File: src/rtl/ppi_pkg.sv
// Shared constants and types for the 8255A-compatible PPI group A logic.
// PC bit positions index the PC7..PC3 vector (index = pin number - 3).
package ppi_pkg;

    localparam logic [1:0] ADDR_PA = 2'd0;
    localparam logic [1:0] ADDR_PC = 2'd2;
    localparam logic [1:0] ADDR_CW = 2'd3;

    localparam logic [1:0] MODE_0 = 2'b00;
    localparam logic [1:0] MODE_1 = 2'b01;

    localparam logic [2:0] INTR_A     = 3'd0;
    localparam logic [2:0] STB_A      = 3'd1;
    localparam logic [2:0] IBF_A      = 3'd2;
    localparam logic [2:0] ACK_A      = 3'd3;
    localparam logic [2:0] OBF_A      = 3'd4;
    localparam logic [2:0] INTE_IN_A  = 3'd1;
    localparam logic [2:0] INTE_OUT_A = 3'd3;

    localparam logic [4:0] PC_IDLE = 5'b10000;

    typedef enum logic [2:0] {
        HS_IDLE,
        IN_EMPTY,
        IN_FULL,
        OUT_EMPTY,
        OUT_FULL
    } hs_state_t;

    // Mode codes 1x collapse onto mode 1; group A has no mode 2 here.
    function automatic logic [1:0] norm_mode(input logic [1:0] code);
        return (code == 2'b00) ? MODE_0 : MODE_1;
    endfunction

    function automatic hs_state_t hs_entry_state(input logic [1:0] mode, input logic dir_in);
        if (mode == MODE_1)
            return dir_in ? IN_EMPTY : OUT_EMPTY;
        return HS_IDLE;
    endfunction

endpackage

File: src/rtl/ppi_sync_edge.sv
// Two-flop synchronizer for an asynchronous handshake pin, plus a third
// flop that turns the synchronized level into single-cycle rise/fall pulses.
module ppi_sync_edge #(
    parameter logic RESET_VAL = 1'b1
) (
    input  logic clk,
    input  logic rst_n,
    input  logic pin,
    output logic rise,
    output logic fall
);

    logic meta;
    logic sync;
    logic prev;

    always_ff @(posedge clk or negedge rst_n) begin
        if (!rst_n) begin
            meta <= RESET_VAL;
            sync <= RESET_VAL;
            prev <= RESET_VAL;
        end else begin
            meta <= pin;
            sync <= meta;
            prev <= sync;
        end
    end

    assign rise = sync & ~prev;
    assign fall = ~sync & prev;

endmodule

File: src/rtl/ppi_group_a_ctrl.sv
// Group A control for the PPI: CPU register decode, mode/direction config,
// mode 1 strobed input/output handshakes on PC7..PC3 and output enables.
module ppi_group_a_ctrl
    import ppi_pkg::*;
#(
    parameter logic [1:0] RESET_MODE = 2'b00
) (
    input  logic       clk,
    input  logic       rst_n,
    input  logic       cs_n,
    input  logic       rd_n,
    input  logic       wr_n,
    input  logic [1:0] a,
    input  logic [7:0] d_in,
    output logic [7:0] d_out,
    input  logic [7:0] pa_in,
    output logic [7:0] pa_out,
    output logic       pa_oe,
    input  logic [4:0] pc_in,
    input  logic [2:0] pc_lo_in,
    output logic [4:0] pc_out,
    output logic [4:0] pc_oe
);

    logic [1:0] mode;
    logic       dir_a;
    logic       dir_cu;
    logic [7:0] pa_latch;
    logic [4:0] pc_lat;
    logic       inte;
    logic       intr;
    logic       clr_pend;
    logic       wr_prev;
    logic       rd_prev;
    hs_state_t  state;
    hs_state_t  state_nxt;

    logic stb_rise, stb_fall, ack_rise, ack_fall;

    ppi_sync_edge #(.RESET_VAL(1'b1)) u_sync_stb (
        .clk   (clk),
        .rst_n (rst_n),
        .pin   (pc_in[STB_A]),
        .rise  (stb_rise),
        .fall  (stb_fall)
    );

    ppi_sync_edge #(.RESET_VAL(1'b1)) u_sync_ack (
        .clk   (clk),
        .rst_n (rst_n),
        .pin   (pc_in[ACK_A]),
        .rise  (ack_rise),
        .fall  (ack_fall)
    );

    logic wr_fire, rd_fire;
    logic mode_set, bsr, pa_wr, pc_wr, pa_rd;
    logic in_hs, out_hs;
    logic stb_fall_hs, stb_rise_hs, ack_fall_hs, ack_rise_hs;
    logic [2:0] bsr_idx;
    logic [2:0] inte_idx;
    logic       bsr_valid;

    // An access fires on the first edge that sees its strobe low.
    assign wr_fire  = !cs_n && !wr_n && wr_prev;
    assign rd_fire  = !cs_n && !rd_n && rd_prev;
    assign mode_set = wr_fire && (a == ADDR_CW) && d_in[7];
    assign bsr      = wr_fire && (a == ADDR_CW) && !d_in[7];
    assign pa_wr    = wr_fire && (a == ADDR_PA);
    assign pc_wr    = wr_fire && (a == ADDR_PC);
    assign pa_rd    = rd_fire && (a == ADDR_PA);

    assign in_hs  = (state == IN_EMPTY) || (state == IN_FULL);
    assign out_hs = (state == OUT_EMPTY) || (state == OUT_FULL);

    assign stb_fall_hs = stb_fall && in_hs;
    assign stb_rise_hs = stb_rise && in_hs;
    assign ack_fall_hs = ack_fall && out_hs;
    assign ack_rise_hs = ack_rise && out_hs;

    assign bsr_valid = (d_in[3:1] >= 3'd3);
    assign bsr_idx   = d_in[3:1] - 3'd3;
    assign inte_idx  = in_hs ? INTE_IN_A : INTE_OUT_A;

    always_ff @(posedge clk or negedge rst_n) begin
        if (!rst_n)
            state <= hs_entry_state(norm_mode(RESET_MODE), 1'b1);
        else
            state <= state_nxt;
    end

    // A strobe edge beats a pending IBF clear; a CPU write beats ACK_n.
    always_comb begin
        state_nxt = state;
        if (mode_set) begin
            state_nxt = hs_entry_state(norm_mode(d_in[6:5]), d_in[4]);
        end else begin
            case (state)
                IN_EMPTY:  if (stb_fall_hs) state_nxt = IN_FULL;
                IN_FULL:   if (!stb_fall_hs && clr_pend) state_nxt = IN_EMPTY;
                OUT_EMPTY: if (pa_wr) state_nxt = OUT_FULL;
                OUT_FULL:  if (!pa_wr && ack_fall_hs) state_nxt = OUT_EMPTY;
                default:   state_nxt = state;
            endcase
        end
    end

    always_ff @(posedge clk or negedge rst_n) begin
        if (!rst_n) begin
            mode     <= norm_mode(RESET_MODE);
            dir_a    <= 1'b1;
            dir_cu   <= 1'b1;
            pa_out   <= 8'h00;
            pa_latch <= 8'h00;
            pc_lat   <= PC_IDLE;
            inte     <= 1'b0;
            intr     <= 1'b0;
            clr_pend <= 1'b0;
            wr_prev  <= 1'b1;
            rd_prev  <= 1'b1;
        end else begin
            wr_prev  <= wr_n;
            rd_prev  <= rd_n;
            clr_pend <= 1'b0;
            if (mode_set) begin
                mode   <= norm_mode(d_in[6:5]);
                dir_a  <= d_in[4];
                dir_cu <= d_in[3];
                pa_out <= 8'h00;
                pc_lat <= PC_IDLE;
                inte   <= 1'b0;
                intr   <= 1'b0;
            end else begin
                if (bsr && bsr_valid) begin
                    if (mode == MODE_1 && bsr_idx == inte_idx)
                        inte <= d_in[0];
                    else
                        pc_lat[bsr_idx] <= d_in[0];
                end
                if (pc_wr)
                    pc_lat <= d_in[7:3];
                if (pa_wr)
                    pa_out <= d_in;
                if (stb_fall_hs)
                    pa_latch <= pa_in;
                if (pa_rd && state == IN_FULL && !stb_fall_hs)
                    clr_pend <= 1'b1;
                if (stb_rise_hs && state == IN_FULL && inte)
                    intr <= 1'b1;
                if (ack_rise_hs && inte)
                    intr <= 1'b1;
                if ((in_hs && pa_rd) || (out_hs && pa_wr))
                    intr <= 1'b0;
            end
        end
    end

    logic       ibf;
    logic       obf_n;
    logic [3:0] gp_rd;
    logic [4:0] pc_rd;
    logic [7:0] pa_rd_val;

    assign ibf   = (state == IN_FULL);
    assign obf_n = (state != OUT_FULL);
    assign pa_oe = ~dir_a;
    assign gp_rd = dir_cu ? pc_in[4:1] : pc_lat[4:1];

    always_comb begin
        pc_out = pc_lat;
        pc_oe  = {{4{~dir_cu}}, 1'b0};
        pc_rd  = {gp_rd, pc_in[0]};
        if (in_hs) begin
            pc_out = {pc_lat[4:3], ibf, 1'b0, intr};
            pc_oe  = {~dir_cu, ~dir_cu, 1'b1, 1'b0, 1'b1};
            pc_rd  = {gp_rd[3:2], ibf, inte, intr};
        end else if (out_hs) begin
            pc_out = {obf_n, 1'b0, pc_lat[2:1], intr};
            pc_oe  = {1'b1, 1'b0, ~dir_cu, ~dir_cu, 1'b1};
            pc_rd  = {obf_n, inte, gp_rd[1:0], intr};
        end
    end

    always_comb begin
        pa_rd_val = pa_out;
        if (in_hs)
            pa_rd_val = pa_latch;
        else if (dir_a)
            pa_rd_val = pa_in;
    end

    always_comb begin
        d_out = 8'h00;
        if (!cs_n && !rd_n) begin
            case (a)
                ADDR_PA: d_out = pa_rd_val;
                ADDR_PC: d_out = {pc_rd, pc_lo_in};
                default: d_out = 8'h00;
            endcase
        end
    end

endmodule

File: config.mk
export PLATFORM = sky130hd
export DESIGN_NAME = ppi_group_a_ctrl
export DESIGN_NICKNAME = d
export VERILOG_FILES = /design/src/rtl/ppi_pkg.sv /design/src/rtl/ppi_sync_edge.sv /design/src/rtl/ppi_group_a_ctrl.sv
export SDC_FILE = /design/constraint.sdc
export NUM_CORES = 1
export LEC_CHECK = 0
export ABC_CLOCK_PERIOD_IN_PS = 2900
export BUFFER_PORTS_ARGS = -buffer_cell sky130_fd_sc_hd__buf_2
export CAP_MARGIN = 25
export CELL_PAD_IN_SITES_DETAIL_PLACEMENT = 1
export CELL_PAD_IN_SITES_GLOBAL_PLACEMENT = 1
export CORE_MARGIN = 2
export CORE_UTILIZATION = 43
export CTS_CLUSTER_DIAMETER = 200
export DETAILED_ROUTE_END_ITERATION = 6
export GPL_TIMING_DRIVEN = 0
export PLACE_DENSITY = 0.81
export REMOVE_ABC_BUFFERS = 1
export SYNTH_ARGS = -nofsm -noshare
export SYNTH_HDL_FRONTEND = slang
export SYNTH_SLANG_ARGS = --single-unit
File: constraint.sdc
create_clock -name clk -period 2.9 [get_ports clk]
set_input_delay 0.29 -clock clk [delete_from_list [all_inputs] [get_ports clk]]
set_output_delay 0.29 -clock clk [all_outputs]
set_load 0.005 [all_outputs]
Word-level counts from Yosys, hierarchy flattened
Cells that the tools add are included.

Output and inout bits: 27. ROM bits: 0. Latch bits: 0. Bits in writable memories: 0. Word-level logic and storage cells: 137. Bits in registers: 39. Input port bits: 31. Memories kept: 0.

Multiply operators: 0. Div/mod/pow operators: 0. Eq/ne operators: 15. Shifts and indexed selects: 0. Bitwise gates (word level): 11. Add/sub/neg operators: 1. Reduce and logical (&&, ||, !) cells: 47. Magnitude comparators: 3. Multiplexer cells: 42.

Operators by type and width (count): 2-to-1 mux 5 bit (10); 2-to-1 mux 8 bit (5); logical AND 1 bit (26); 2-to-1 mux 3 bit (7); one-hot mux 8 bit (2 select lines) (1); 2-to-1 mux 1 bit (13); inequality test 3 bit, second input constant (4); one-hot mux 3 bit (4 select lines) (1); NOT 1 bit (7); equality test 3 x 2 -> 1 bit, second input constant (2); zero test 1 bit (6); inequality test 3 x 2 -> 1 bit, second input constant (2); AND reduction 2 bit (3); nonzero test 2 bit (3); bitwise mux 5 bit (1); AND reduction 5 bit (1); nonzero test 5 bit (1); bitwise AND 1 bit (4); equality test 2 x 1 -> 1 bit, second input constant (2); equality test 2 bit, second input constant (2); zero test 2 bit (2); < comparator 3 x 4 -> 1 bit, second input constant (1); 2-to-1 mux 2 bit (2); 2-to-1 mux 4 bit (1); 10 further kinds (12).

Logic depth before layout (Yosys ltp)
Gate-level depths: netlist of the first run.

Word-level depth: 10. Depth in mapped cells: 7. Gate-level depth less buffers: 6.

By module
Synthesis of the first run repeated with hierarchy kept, for this count alone.

Cells, all modules: 253. Area total of the unflattened synthesis: 2309.7 um2.

By module, submodules not included: ppi_group_a_ctrl (cells each 243, seq. area each 807.0 um2, area each 2122.0 um2, instances 1); ppi_sync_edge (cells each 5, seq. area each 78.8 um2, area each 93.8 um2, instances 2).

Least setup slack after synthesis of the first run
Ideal clock, no wire load.

Kind: flip-flop to output port. From: reg dir_a. To: out d_out[4]. Arrival: 1826 ps. Slack: 784 ps. Cell stages (with the launch flop): 5. Path buffers: 1. Data required time: 2610 ps. Path through: dfstp_2 > clkbuf_1 > mux2_2 > mux4_2 > nor2b_1.

Cells in the longest elaborated chain, start to end: 4.

RTL lines: start: declaration (line ppi_group_a_ctrl.sv:26) `logic dir_a;`; start signal: assignment (line ppi_group_a_ctrl.sv:127) `dir_a <= d_in[4];`; 2-to-1 mux 8 bit (line ppi_group_a_ctrl.sv:188) `else if (dir_a)`; 2-to-1 mux 8 bit (line ppi_group_a_ctrl.sv:186) `if (in_hs)`; one-hot mux 8 bit (2 select lines) (line ppi_group_a_ctrl.sv:195) `case (a)`; 2-to-1 mux 8 bit (line ppi_group_a_ctrl.sv:194) `if (!cs_n && !rd_n) begin`; end: declaration (line ppi_group_a_ctrl.sv:15) `output logic [7:0] d_out,`.

No other way between the ends.

Final worst setup path of the first run
From: reg state[1]. To: out d_out[4].

Cells in the longest elaborated chain, start to end: 5. Elaborated cells on any way between the ends: 7. Those cells by class: eq/ne: 2; mux: 4; reduce/logical: 1.

RTL lines: start: declaration (line ppi_group_a_ctrl.sv:35) `hs_state_t state;`; start signal: assignment (line ppi_group_a_ctrl.sv:87) `state <= hs_entry_state(norm_mode(RESET_MODE), 1'b1);`; start signal: assignment (line ppi_group_a_ctrl.sv:89) `state <= state_nxt;`; equality test 3 x 1 -> 1 bit / equality test 3 x 2 -> 1 bit (equally long branches) (line ppi_group_a_ctrl.sv:73) `assign in_hs = (state == IN_EMPTY) || (state == IN_FULL);`; logical OR 1 bit (*) (line ppi_group_a_ctrl.sv:73); 2-to-1 mux 5 bit / 2-to-1 mux 8 bit (equally long branches) (line ppi_group_a_ctrl.sv:173, ppi_group_a_ctrl.sv:186); one-hot mux 8 bit (2 select lines) (*) (line ppi_group_a_ctrl.sv:195); 2-to-1 mux 8 bit (*) (line ppi_group_a_ctrl.sv:194).

Mark *: on every way between the ends. The rest lies on a longest branch, timed or not.

==> results of run 1 <==
-- cells in the final DEF, fill, tap and decap left out, drive strengths merged, types with 4 or more instances in the layout --
master	instances
or3	4
nand2	16
inv	7
clkbuf	6
dfrtp	27
o211ai	6
dfstp	11
nand2b	4
nand3	4
mux2i	19
buf	58
nor2b	5
nor2	16
a21oi	20
mux2	16
o21ai	19
-- cell type report --
type	instances	area (sq um)	area share [%]
repair buffers	58	290	10.5
inverters	7	26.3	0.953
flip-flops and latches	38	965	35.0
well taps	70	87.6	3.18
multi-input cells	174	1250	45.2
clock inverters	2	60.1	2.18
clock buffers	6	82.6	2.99
-- routing by layer --
metal / part of all wire (%) / track usage, % / wire length (um) / up-vias
li1: - / - / - / 966
met1: 44 / 31.1 / 2980 / 1018
met2: 51 / 41.7 / 3440 / 49
met3: 3.6 / 4.00 / 242 / 8
met4: 1.4 / 6.43 / 92 / 0
met5: 0 / 0 / 0 / -
-- flip-flops by register name, indices dropped and copies added (netlist names) --
name / cells
clr_pend: 1
dir_a: 1
dir_cu: 1
inte: 1
intr: 1
mode: 1
pa_latch: 8
pa_out: 8
pc_lat: 5
rd_prev: 1
state: 3
u_sync_ack.meta: 1
u_sync_ack.prev: 1
u_sync_ack.sync: 1
u_sync_stb.meta: 1
u_sync_stb.prev: 1
u_sync_stb.sync: 1
wr_prev: 1
-- where the power goes --
group | switching, mW | internal (mW) | total, mW
Clock | 0.194 | 0.367 | 0.561
Sequential | 0.202 | 0.678 | 0.879
Combinational | 0.473 | 0.470 | 0.943
-- worst max-delay path: cells and delay by family (launching register included) --
kind	cells	cell delay [ns]
multiplexers	1	0.30
buffers and inverters	1	0.14
AND/OR/NAND/NOR	2	0.48
flip-flops	1	0.56
XOR/XNOR	1	0.59
-- Yosys cell counts, types with 2 or more instances --
cell type,number
dfrtp_1,27
mux2i_1,19
nand3_1,4
clkbuf_1,12
o31a_1,2
ha_1,2
o41ai_1,2
and3_1,3
o221ai_1,2
a211oi_1,2
o21a_1,2
inv_1,7
or3_1,4
xnor2_1,3
nor2b_1,5
nand3b_1,3
o21ai_0,19
nand2b_1,4
o211ai_1,6
dfstp_2,11
buf_2,5
nor2_1,16
nor3_1,2
mux2_2,16
a21oi_1,20
nand2_1,16
and2_1,2
nand4_1,3
-- path summary, 6_finish.rpt --
path	endpoint	depth (start not counted)	slack [ns]	from
min in group asynchronous	pa_out[3]	1	0.11	rst_n
worst max register to register	state[1]	5	0.35	wr_prev
max in group asynchronous	mode[0]	1	2.26	rst_n
worst min-delay path	u_sync_ack.meta	1	0.10	pc_in[3]
worst min register to register	u_sync_stb.sync	0	0.36	u_sync_stb.meta
worst max-delay path	d_out[4]	5	0.25	state[1]
-- through the flow --
stage          setup slack (ns)  instance area (sq um)
3_5_place_dp              0.259                   2610
3_3_place_gp             -0.119                   2600
2_1_floorplan             0.383                   2230
5_1_grt                   0.100                   2760
4_1_cts                   0.246                   2760
6_report                  0.247                   2760
-- kinds of logic after synthesis --
kind of cell               count (synthesis)  synth area share [%]
AOI/OAI and AO/OA                         63                  17.3
xor gates and xnor gates                   3                  1.14
adders and majority gates                  2                  1.08
buffers and inverters                     25                  4.50
DFF                                       38                  41.8
muxes                                     36                  17.0
and+or+nand+nor                           70                  17.1
==> impl_metrics.ini, run 1 <==
[run_status]
outcome = finished, final reports clean

[place]
dp_hpwl_um = 4920
placedCellCount = 347
io_buffers = 57
place_congestion = 0.912

[sta]
setup_tns_ns = 0
hold_ws_ns = 0.101
max_freq_mhz = 377
period_minus_slack_ns = 2.65
rsz0062_at_grt = no
slew_violations = 0
tightest_slew_ns = 0.861
fin_crit_sh_pct = 91.5
max_slew_margin_pct = 42.6
hold_viol = 0
skew_ns = 0.00835
finalSetupViolations = 0

[power_and_ir_drop]
total_power_mw = 2.38
power_density_nw_per_um2 = 864
p_leak_nw = 1.22
peakVddDrop_mv = 0.330

[critical_path]
cp.arrival_ns = 2.36
cp_data_required_time_ns = 2.61
crit_type = reg -> out
slowest_delay_ns = 0.59
cp-start-kind = flip-flop
critPathCaptureType = output pin
crit_fanout = 14
crit_chain = xnor2_2 > or2_4 > mux4_2 > nor2b_1 > buf_2
crit_slowest_cell = xnor2_2

[drt]
wl_um = 6750
drt_iter0_drc = 62
via_count = 2041
drc = 0
drtAntennaViolNets = 0
post_drt_wl_per_cell_um = 19.0
drt-vias-per-instance = 5.75
drt_first_pass_iters = 4

[yosys]
yosysTopAreaCell = dfrtp_1
avgSynthCellArea_sq_um = 9.74
synth_top_cell_area_share_pct = 29.3
async_flop_share_pct = 100
synth-edff-count = 0
synthTopCellsByArea = dfrtp_1 29%, dfstp_2 13%, mux2i_1 8.2%
yosysWarningCount = 0
syn_area_sq_um = 2310
synthCells = 237
synth_cell_types = 46
yosys_register_bits = 38
ys_seq_area_share_pct = 41.8
synth_ff_type = dfrtp_1

[clock_network]
post_cts_resize_count = 1
cts_tree = built
postCtsSetupBuffers = 0
cts-htree-levels = 2
path_clk_slew_ns = 0.08
clock_latency_ns = 0.29
cts_max_path_buffers = 2
hold_buffers = 0
cts_buffers = 5
cts.sinks = 38
root_buffer = clkbuf_8

[floorplan]
initial_core_util_pct = 44.9
floorplan.die_area_sq_um = 5970
fp-row-count = 26
core-area_sq_um = 5140
io-pin-count = 58
dieHeight_um = 77.3
die_x_um = 77.3

[global_route]
grt_max_degree = 39
grt_pass1_vias = 2166
grt_overflow = 0
grt_usage_pct = 24.1
grt_pass1_wl_um = 11300
antenna_found_initial = 0

[cells_and_area]
synthToLayoutAreaGrowth_pct = 19.5
fin_util_pct = 53.7
antenna_cells = 0
drive_gt1_share_pct = 35.1
final_nets = 317
layout.cells.non_filler = 355
fillers = 613

[job]
drv_cap = 0

[worst_hold_path]
hp-class = in -> reg
Note: power is estimated with default switching activity, not from simulation.
==> run 2, diff against run 1 <==
--- a/config.mk
+++ b/config.mk
@@ -5,11 +5,11 @@
 export SDC_FILE = /design/constraint.sdc
 export NUM_CORES = 1
 export LEC_CHECK = 0
-export ABC_CLOCK_PERIOD_IN_PS = 2900
 export BUFFER_PORTS_ARGS = -buffer_cell sky130_fd_sc_hd__buf_2
 export CAP_MARGIN = 25
 export CELL_PAD_IN_SITES_DETAIL_PLACEMENT = 1
 export CELL_PAD_IN_SITES_GLOBAL_PLACEMENT = 1
+export CORE_ASPECT_RATIO = 1.4
 export CORE_MARGIN = 2
 export CORE_UTILIZATION = 43
 export CTS_CLUSTER_DIAMETER = 200
==> impl_metrics.ini, run 2 (synthesis gave the netlist of run 1 again) <==
[run_status]
outcome = finished, final reports clean

[floorplan]
floorplan.die_area_sq_um = 5980
dieHeight_um = 90.7
die_x_um = 65.9
fp-row-count = 31
io-pin-count = 58
initial_core_util_pct = 44.7
core-area_sq_um = 5160

[drt]
drtAntennaViolNets = 0
drt-vias-per-instance = 5.82
wl_um = 6880
post_drt_wl_per_cell_um = 19.6
drt_iter0_drc = 100
via_count = 2044
drt_first_pass_iters = 4
drc = 0

[cells_and_area]
reg_top3 = pa_latch x8, pa_out x8, pc_lat x5
layout.cells.non_filler = 351
drive_gt1_share_pct = 34.4
final_nets = 317
antenna_cells = 0
synthToLayoutAreaGrowth_pct = 17.7
layout_common_cells = 58 x buf_2, 27 x dfrtp_1, 20 x a21oi_1
final_common_cell = buf_2
finish.instance_area_sq_um = 2720

[worst_hold_path]
worstHoldPathCells = 1
hp-class = in -> reg

[clock_network]
post_cts_resize_count = 1
hold_buffers = 0
cts_tree = built
cts_buffers = 5
path_clk_slew_ns = 0.08
root_buffer = clkbuf_8
cts-htree-levels = 2
cts_max_path_buffers = 2
cts.sinks = 38
clock_latency_ns = 0.30
postCtsSetupBuffers = 0

[critical_path]
crit_family = flip-flops
path_buf_inv = 1
crit_chain = or3b_2 > a311o_1 > a21oi_1 > buf_2
cp.arrival_ns = 2.37
cp_data_required_time_ns = 2.61
crit_slowest_cell = dfrtp_1
cp.depth = 4
critPathCaptureType = output pin
slowest_delay_ns = 0.86
crit_fanout = 25
crit_type = reg -> out
cp-start-kind = flip-flop
reg2regPathDepth = 5

[sta]
hold_viol = 0
tightest_slew_ns = 0.883
setup_tns_ns = 0
max_freq_mhz = 375
fin_crit_sh_pct = 91.9
period_minus_slack_ns = 2.66
hold_ws_ns = 0.0945
skew_ns = 0.0115
max_slew_margin_pct = 41.1
finalSetupViolations = 0
rsz0062_at_grt = no
slew_violations = 0

[global_route]
grt_overflow = 0
grt_usage_pct = 25.1
grt_pass1_wl_um = 11200
grt_max_degree = 39
antenna_found_initial = 0
grt_pass1_vias = 2193

[place]
io_buffers = 57
placedCellCount = 343
place_area_sq_um = 2600
dp_hpwl_um = 5070
place_congestion = 0.844

[job]
drv_cap = 0

[power_and_ir_drop]
peakVddDrop_mv = 0.409
total_power_mw = 2.27
p_leak_nw = 1.20
power_density_nw_per_um2 = 836
[run 2: path summary, 6_finish.rpt]
| kind | startpoint | to | slack, ns |
|---|---|---|---|
| setup / recovery | state[2] | d_out[6] | 0.24 |
| hold / removal | rd_n | rd_prev | 0.09 |
| setup reg to reg | wr_prev | state[1] | 0.24 |
| hold reg to reg | u_sync_stb.meta | u_sync_stb.sync | 0.36 |
| max in group asynchronous | rst_n | intr | 2.23 |
| min in group asynchronous | rst_n | state[2] | 0.10 |
[run 2: where the power goes]
group | switching (mW) | internal [mW]
sequential | 0.202 | 0.678
clock | 0.187 | 0.257
combinational | 0.475 | 0.471
total | 0.865 | 1.41
[run 2: routing by layer]
layer  up-vias  track usage (%)  wire [um]
li1        960                -          -
met1      1015             30.5       2620
met2        58             44.7       3870
met3        11             2.74        264
met4         0             8.85        128
met5         -                0          0
[run 2: metrics by stage]
| stage | util (%) | setup WS [ns] |
|---|---|---|
| floorplan | - | 0.383 |
| global placement | 50.4 | -0.143 |
| detailed placement | 50.4 | 0.252 |
| CTS | 52.7 | 0.233 |
| global route | 52.7 | 0.0906 |
| finish | 52.7 | 0.236 |
[run 2: area by class of cell]
type,count,area (sq um)
Inverter,7,26.3
Sequential cell,38,965
Clock buffer,7,76.3
Tap cell,66,82.6
Fill cell,630,2440
Timing Repair Buffer,58,290
Multi-Input combinational cell,174,1250
Clock inverter,1,30.0
